**src/rtl/basket_manager.sv**
```systemverilog
// basket_manager: shopping-basket table of {ProductID, Quantity} entries with a
// running price total. It sequences add, cancel and clear requests, reads the
// shared price ROM, and applies price*quantity one price step per cycle.
//
// Ports:
//   CLOCK_50, RESET_N        clock, async active-low reset
//   Add_Pulse                1-cycle add request (ProductID_in, Quantity_in)
//   Cancel_Pulse             1-cycle cancel request (CancelIndex_in)
//   Clear_Pulse              1-cycle clear-basket request
//   Price_Addr / Price_Data  price ROM address out, data in (1-cycle latency)
//   Rd_Index                 display read index
//   Rd_ProductID/Rd_Quantity combinational table read (0 beyond count)
//   BasketProductNum         valid entry count
//   Total                    running basket price
//   Busy, Full, Err_Pulse    status: operation active, table full, request rejected
module basket_manager #(
  parameter int unsigned MAX_ITEMS = 8,
  parameter int unsigned ID_W      = 4,
  parameter int unsigned QTY_W     = 4,
  parameter int unsigned PRICE_W   = 8,
  parameter int unsigned TOTAL_W   = 16
) (
  input  logic                         CLOCK_50,
  input  logic                         RESET_N,
  input  logic                         Add_Pulse,
  input  logic                         Cancel_Pulse,
  input  logic                         Clear_Pulse,
  input  logic [ID_W-1:0]              ProductID_in,
  input  logic [QTY_W-1:0]             Quantity_in,
  input  logic [$clog2(MAX_ITEMS)-1:0] CancelIndex_in,
  output logic [ID_W-1:0]              Price_Addr,
  input  logic [PRICE_W-1:0]           Price_Data,
  input  logic [$clog2(MAX_ITEMS)-1:0] Rd_Index,
  output logic [ID_W-1:0]              Rd_ProductID,
  output logic [QTY_W-1:0]             Rd_Quantity,
  output logic [3:0]                   BasketProductNum,
  output logic [TOTAL_W-1:0]           Total,
  output logic                         Busy,
  output logic                         Full,
  output logic                         Err_Pulse
);

  localparam int unsigned IDX_W = $clog2(MAX_ITEMS);
  localparam int unsigned CNT_W = 4;

  localparam logic [QTY_W-1:0]   QTY_MAX   = '1;
  localparam logic [TOTAL_W-1:0] TOTAL_MAX = '1;

  localparam logic [2:0] S_IDLE       = 3'd0;
  localparam logic [2:0] S_SEARCH     = 3'd1;
  localparam logic [2:0] S_PRICE_REQ  = 3'd2;
  localparam logic [2:0] S_PRICE_WAIT = 3'd3;
  localparam logic [2:0] S_ACCUM      = 3'd4;
  localparam logic [2:0] S_SHIFT      = 3'd5;
  localparam logic [2:0] S_CLEAR      = 3'd6;

  logic [2:0]         state;
  logic [2:0]         state_next;

  logic [ID_W-1:0]    ids  [MAX_ITEMS];
  logic [QTY_W-1:0]   qtys [MAX_ITEMS];
  logic [CNT_W-1:0]   count;
  logic [TOTAL_W-1:0] total;
  logic [ID_W-1:0]    price_addr;
  logic [ID_W-1:0]    op_id;
  logic [QTY_W-1:0]   op_qty;
  logic [QTY_W-1:0]   delta;
  logic [PRICE_W-1:0] price_lat;
  // scan pointer in SEARCH, shift pointer in SHIFT
  logic [CNT_W-1:0]   scan_idx;
  logic               sub_mode;
  logic               err;
  logic               busy;

  logic [IDX_W-1:0]   scan_ptr;
  logic [IDX_W-1:0]   next_ptr;
  logic [IDX_W-1:0]   count_ptr;
  logic [IDX_W-1:0]   last_ptr;
  logic               scan_end;
  logic               scan_hit;
  logic [QTY_W:0]     qty_sum;
  logic [QTY_W-1:0]   qty_new;
  logic               full_c;
  logic               cancel_ok;
  logic               shift_more;
  logic [TOTAL_W:0]   tot_sum;
  logic [TOTAL_W-1:0] tot_add;
  logic [TOTAL_W-1:0] tot_sub;

  // Shared datapath decode
  always_comb begin
    scan_ptr   = scan_idx[IDX_W-1:0];
    next_ptr   = IDX_W'(scan_idx + CNT_W'(1));
    count_ptr  = IDX_W'(count);
    last_ptr   = IDX_W'(count - CNT_W'(1));
    scan_end   = (scan_idx >= count);
    scan_hit   = !scan_end && (ids[scan_ptr] == op_id);
    qty_sum    = {1'b0, qtys[scan_ptr]} + {1'b0, op_qty};
    qty_new    = qty_sum[QTY_W] ? QTY_MAX : qty_sum[QTY_W-1:0];
    full_c     = (count == CNT_W'(MAX_ITEMS));
    cancel_ok  = (CNT_W'(CancelIndex_in) < count);
    shift_more = ((scan_idx + CNT_W'(1)) < count);
    tot_sum    = {1'b0, total} + (TOTAL_W+1)'(price_lat);
    tot_add    = tot_sum[TOTAL_W] ? TOTAL_MAX : tot_sum[TOTAL_W-1:0];
    tot_sub    = (TOTAL_W'(price_lat) > total) ? '0 : (total - TOTAL_W'(price_lat));
  end

  // State register
  always_ff @(posedge CLOCK_50 or negedge RESET_N) begin
    if (!RESET_N) state <= S_IDLE;
    else          state <= state_next;
  end

  // Next-state logic
  always_comb begin
    state_next = state;
    case (state)
      S_IDLE: begin
        if (Clear_Pulse)       state_next = S_CLEAR;
        else if (Cancel_Pulse) state_next = cancel_ok ? S_PRICE_REQ : S_IDLE;
        else if (Add_Pulse)    state_next = S_SEARCH;
      end
      S_SEARCH: begin
        // a zero-quantity add changes nothing but still completes
        if (op_qty == '0)  state_next = S_IDLE;
        else if (scan_hit) state_next = S_PRICE_REQ;
        else if (scan_end) state_next = full_c ? S_IDLE : S_PRICE_REQ;
      end
      S_PRICE_REQ:  state_next = S_PRICE_WAIT;
      S_PRICE_WAIT: state_next = S_ACCUM;
      S_ACCUM: begin
        if (delta == '0) state_next = sub_mode ? S_SHIFT : S_IDLE;
      end
      S_SHIFT: begin
        if (!shift_more) state_next = S_IDLE;
      end
      S_CLEAR:  state_next = S_IDLE;
      default:  state_next = S_IDLE;
    endcase
  end

  // Datapath: table, count, total, ROM address and status flags
  always_ff @(posedge CLOCK_50 or negedge RESET_N) begin
    if (!RESET_N) begin
      for (int i = 0; i < MAX_ITEMS; i++) begin
        ids[i]  <= '0;
        qtys[i] <= '0;
      end
      count      <= '0;
      total      <= '0;
      price_addr <= '0;
      op_id      <= '0;
      op_qty     <= '0;
      delta      <= '0;
      price_lat  <= '0;
      scan_idx   <= '0;
      sub_mode   <= 1'b0;
      err        <= 1'b0;
      busy       <= 1'b0;
    end else begin
      err  <= 1'b0;
      busy <= (state_next != S_IDLE);
      case (state)
        S_IDLE: begin
          if (Clear_Pulse) begin
            // cleared in S_CLEAR
          end else if (Cancel_Pulse) begin
            if (cancel_ok) begin
              op_id      <= ids[CancelIndex_in];
              delta      <= qtys[CancelIndex_in];
              price_addr <= ids[CancelIndex_in];
              scan_idx   <= CNT_W'(CancelIndex_in);
              sub_mode   <= 1'b1;
            end else begin
              err <= 1'b1;
            end
          end else if (Add_Pulse) begin
            op_id    <= ProductID_in;
            op_qty   <= Quantity_in;
            scan_idx <= '0;
            sub_mode <= 1'b0;
          end
        end
        S_SEARCH: begin
          if (op_qty != '0) begin
            if (scan_hit) begin
              qtys[scan_ptr] <= qty_new;
              delta          <= qty_new - qtys[scan_ptr];
              price_addr     <= op_id;
            end else if (scan_end) begin
              if (full_c) begin
                err <= 1'b1;
              end else begin
                ids[count_ptr]  <= op_id;
                qtys[count_ptr] <= op_qty;
                count           <= count + CNT_W'(1);
                delta           <= op_qty;
                price_addr      <= op_id;
              end
            end else begin
              scan_idx <= scan_idx + CNT_W'(1);
            end
          end
        end
        S_PRICE_WAIT: price_lat <= Price_Data;
        S_ACCUM: begin
          if (delta != '0) begin
            total <= sub_mode ? tot_sub : tot_add;
            delta <= delta - QTY_W'(1);
          end
        end
        S_SHIFT: begin
          if (shift_more) begin
            ids[scan_ptr]  <= ids[next_ptr];
            qtys[scan_ptr] <= qtys[next_ptr];
            scan_idx       <= scan_idx + CNT_W'(1);
          end else begin
            ids[last_ptr]  <= '0;
            qtys[last_ptr] <= '0;
            count          <= count - CNT_W'(1);
          end
        end
        S_CLEAR: begin
          for (int i = 0; i < MAX_ITEMS; i++) begin
            ids[i]  <= '0;
            qtys[i] <= '0;
          end
          count <= '0;
          total <= '0;
        end
        default: ;
      endcase
    end
  end

  // Display read port returns zero past the valid entries
  always_comb begin
    Rd_ProductID = '0;
    Rd_Quantity  = '0;
    if (CNT_W'(Rd_Index) < count) begin
      Rd_ProductID = ids[Rd_Index];
      Rd_Quantity  = qtys[Rd_Index];
    end
  end

  assign Price_Addr       = price_addr;
  assign BasketProductNum = count;
  assign Total            = total;
  assign Busy             = busy;
  assign Full             = full_c;
  assign Err_Pulse        = err;

endmodule
```
**config.mk**
```make
export PLATFORM = sky130hd
export DESIGN_NAME = basket_manager
export DESIGN_NICKNAME = d
export VERILOG_FILES = /design/src/rtl/basket_manager.sv
export SDC_FILE = /design/constraint.sdc
export NUM_CORES = 1
export LEC_CHECK = 0
export CAP_MARGIN = 5
export CORE_MARGIN = 2
export CORE_UTILIZATION = 50
export CTS_CLUSTER_DIAMETER = 60
export DETAILED_ROUTE_END_ITERATION = 10
export HOLD_SLACK_MARGIN = 0.15
export PLACE_DENSITY = 0.69
export SYNTH_ARGS = -nofsm -noshare
export SYNTH_HDL_FRONTEND = slang
export SYNTH_SLANG_ARGS = --single-unit
```
**constraint.sdc**
```tcl
create_clock -name CLOCK_50 -period 4.6 [get_ports CLOCK_50]
set_input_delay 0.92 -clock CLOCK_50 [delete_from_list [all_inputs] [get_ports CLOCK_50]]
set_output_delay 0.92 -clock CLOCK_50 [all_outputs]
set_load 0.005 [all_outputs]
```
==> results_dict.tcl <==
set metrics [dict create \
    drtIter0Drc 1027 \
    hold_slack_ns 0.521 \
    utilization_pct 59.1 \
    coreArea_sq_um 19600 \
    setup_violations 0 \
    reg2reg_from "scan_idx[0]" \
    synth_top_family_by_area "compound AO/OA/AOI/OAI gates" \
    cap_violations 0 \
    cts_root_buf "clkbuf_16" \
    p_int_w 0.00483 \
    wl_per_cell_um 22.9 \
    die_w_um 146 \
    run_status "complete, no violations" \
    synth_area_sq_um 10100 \
    path_cells "buf_4, mux2_2, a22oi_1, o22ai_1, a21oi_1, inv_1, ha_1, inv_1, fa_1, nor2b_1, o21a_1, nor2_1, o21ai_0, ha_1, xnor2_1, mux2_2, a211oi_1, a21oi_1" \
    hold_end "Price_Addr[1]" \
    fin_tns_setup_ns 0 \
    drtPass1Iterations 6 \
    synth_nets 1158 \
    slowest_delay_ns 0.49 \
    async_flop_share_pct 100 \
    max_freq_mhz 243 \
    critPathLaunchType "flop" \
    routabilityCongestion 0.965 \
    syn-instance-count 1089 \
    cts.sinks 118 \
    area_delta_synth_final_pct 15.1 \
    clock_latency_ns 0.43 \
    slew_violations 0 \
    comb_power_share_pct 63.3 \
    grt_pass1_wl_um 52000 \
    hold_start "Price_Addr[1]" \
    ant_nets 0 \
    port_buffers 61 \
    cts_tree "done" \
    rr_worst_depth 18 \
    final_nets 1209 \
    viasPerCell 6.73 \
    dieArea_sq_um 21300 \
    ys_ff_latch 118 \
    cp.arrival_ns 4.40 \
    dp_hpwl_um 24100 \
    drt_wl_total_um 32500 \
    slowest_stage "dfrtp_2" \
    drc_errors 0 \
    ctsResizeCount 0 \
    yosys.area_share.xor_xnor_pct 1.74 \
    r2r_end "delta[2]" \
    worstPathRequired_ns 4.90 \
    h-tree-depth 4 \
    fin_crit_ns 4.11 \
    grt_max_degree 64 \
    num_rows 51 \
    post-cts-setup-buffers 0 \
    clk_pin_slew_ns 0.06 \
    pwr-share-clk_pct 13.6 \
    rsz0062_at_grt "no" \
    fill_cells 1735 \
    yosysUniqueCellTypes 75 \
    min_path_cells 1 \
    synth_adder_area_share_pct 5.53 \
    seqPwrFrac_pct 23.1 \
    overflow 0 \
    p_leak_nw 4.70 \
    grt_pass1_vias 9465 \
    hold_buffers 0 \
    skew_ns 0.00521 \
    crit_path_end_kind "flop" \
    clockBufferDepth 2 \
    max-vdd-ir-drop_uv 349 \
    slew_headroom_pct 35.0 \
    worst_pin_slew_ns 0.967 \
    p_per_area_nw_per_um2 823 \
    antenna_found_initial 0 \
    vias 9549 \
    synth-simple-area-share_pct 15.4 \
    synthMuxAreaShare_pct 19.5 \
    drive_gt1_share_pct 15.1 \
    cts_made_buffers 17 \
    grt_usage_pct 31.1 \
    synth-compound-area-share_pct 23.8 \
    synth_ff_type "dfrtp_1" \
    r2r_slack_ns 0.49 \
    diodes 0 \
    synth_edf_count 0 \
    yosysSeqAreaShare_pct 29.4 \
    io_pins 62 \
    hp-class "reg -> reg" \
    die_y_um 146 \
    worstPathMaxFanout 15 \
    dp_cells 1386 \
    hold_viol 0 \
    syn_avg_cell_area_sq_um 9.23 \
    min_period_over_period_pct 89.3 \
    start_util_pct 51.3 \
    p_switching_w 0.00469 \
    fin_cells 1418 \
    ys.warnings.count 0 \
    switching_share_pct 49.3 \
    critPathKind "reg -> reg" \
]
power by group through the flow:
stage                     clock network, W  logic [W]  registers (W)
final                              0.00130    0.00603        0.00220
after global routing               0.00136    0.00658        0.00227
after CTS                          0.00131    0.00592        0.00216
after floorplan                          0    0.00450        0.00179
after global placement                   0    0.00580        0.00216
after detailed placement                 0    0.00588        0.00217
per-stage QoR:
step                      total power (W)  setup WS [ns]  instance area [sq um]
after floorplan                   0.00629          0.420                  10100
after global placement            0.00796          0.665                  11000
after detailed placement          0.00805          0.587                  11000
after CTS                         0.00939          0.553                  11600
after global routing               0.0102          0.225                  11600
final                             0.00952          0.492                  11600
cell type report:
| class | count | area (sq um) | area share, % |
|---|---|---|---|
| timing repair buffer | 101 | 908 | 7.85 |
| sequential | 118 | 2950 | 25.5 |
| inverter | 46 | 173 | 1.49 |
| multi-input combinational | 856 | 6640 | 57.4 |
| clock inverter | 14 | 128 | 1.10 |
| tap | 265 | 332 | 2.86 |
| clock buffer | 18 | 439 | 3.79 |
worst max path at each step:
stage | endpoint | cells past startpoint | startpoint | slack [ns]
after floorplan | delta[2] | 18 | scan_idx[0] | 0.42
after global placement | delta[3] | 18 | scan_idx[0] | 0.67
after detailed placement | delta[2] | 18 | scan_idx[0] | 0.59
after CTS | delta[2] | 18 | scan_idx[0] | 0.55
after global routing | delta[2] | 15 | scan_idx[1] | 0.22
final | delta[2] | 18 | scan_idx[0] | 0.49
synthesized netlist by cell type (34+ instances only):
cell / number / area, sq um
nor2_1: 78 / 293
ha_1: 38 / 475
clkbuf_1: 47 / 176
o21ai_0: 59 / 295
mux2i_1: 43 / 430
nand2_1: 100 / 375
inv_1: 44 / 165
dfrtp_1: 118 / 2950
mux4_2: 51 / 1150
o2bb2ai_1: 35 / 307
a21oi_1: 47 / 235
nand3_1: 34 / 170
critical path, delay by kind of cell, from the launching register on:
family	cells	cell delay [ns]
AO/OA/AOI/OAI	7	1.22
adder cells (fa/ha/maj)	3	0.76
multiplexers	2	0.61
flip-flops	1	0.49
buffers and inverters	3	0.44
AND/OR/NAND/NOR	2	0.34
XOR/XNOR	1	0.13
metal layers:
| layer | up-vias | part of all wire [%] | wire length, um | GRT usage (%) |
|---|---|---|---|---|
| met5 | - | 0 | 0 | 0 |
| met4 | 0 | 3.6 | 1180 | 12.9 |
| met3 | 97 | 9.0 | 2920 | 6.46 |
| met2 | 558 | 49 | 15800 | 51.8 |
| met1 | 4618 | 39 | 12600 | 39.5 |
| li1 | 4276 | - | - | - |
placed cells by master, fill, tap and decap left out, types with 7 or more instances in the layout:
cell	count
o2bb2ai_1	35
o21ai_0	58
o21a_1	9
clkdlybuf4s50_1	60
a211oi_1	7
a22o_1	31
dfrtp_1	117
inv_1	44
o211ai_1	14
clkbuf_16	17
nor2b_1	15
mux2i_1	43
ha_1	38
a21o_1	10
nand4_1	8
mux4_2	51
a21oi_1	47
a22oi_1	12
a31oi_1	30
xor2_1	7
nor3_1	30
or3_1	8
nand3_1	34
mux2_2	32
o22ai_1	25
nand2_1	100
and2_1	14
nand2b_1	12
buf_4	41
xnor2_1	13
nor2_1	78
cell families (layout without fill, tap and decap cells):
group | after synthesis | in the layout
DFF | 118 | 118
and+or+nand+nor | 328 | 328
adders and majority gates | 42 | 42
AOI/OAI and AO/OA | 338 | 338
muxes | 128 | 128
xor gates and xnor gates | 20 | 20
buffers and inverters | 115 | 179
No activity file was read; power rests on OpenSTA's default activity.
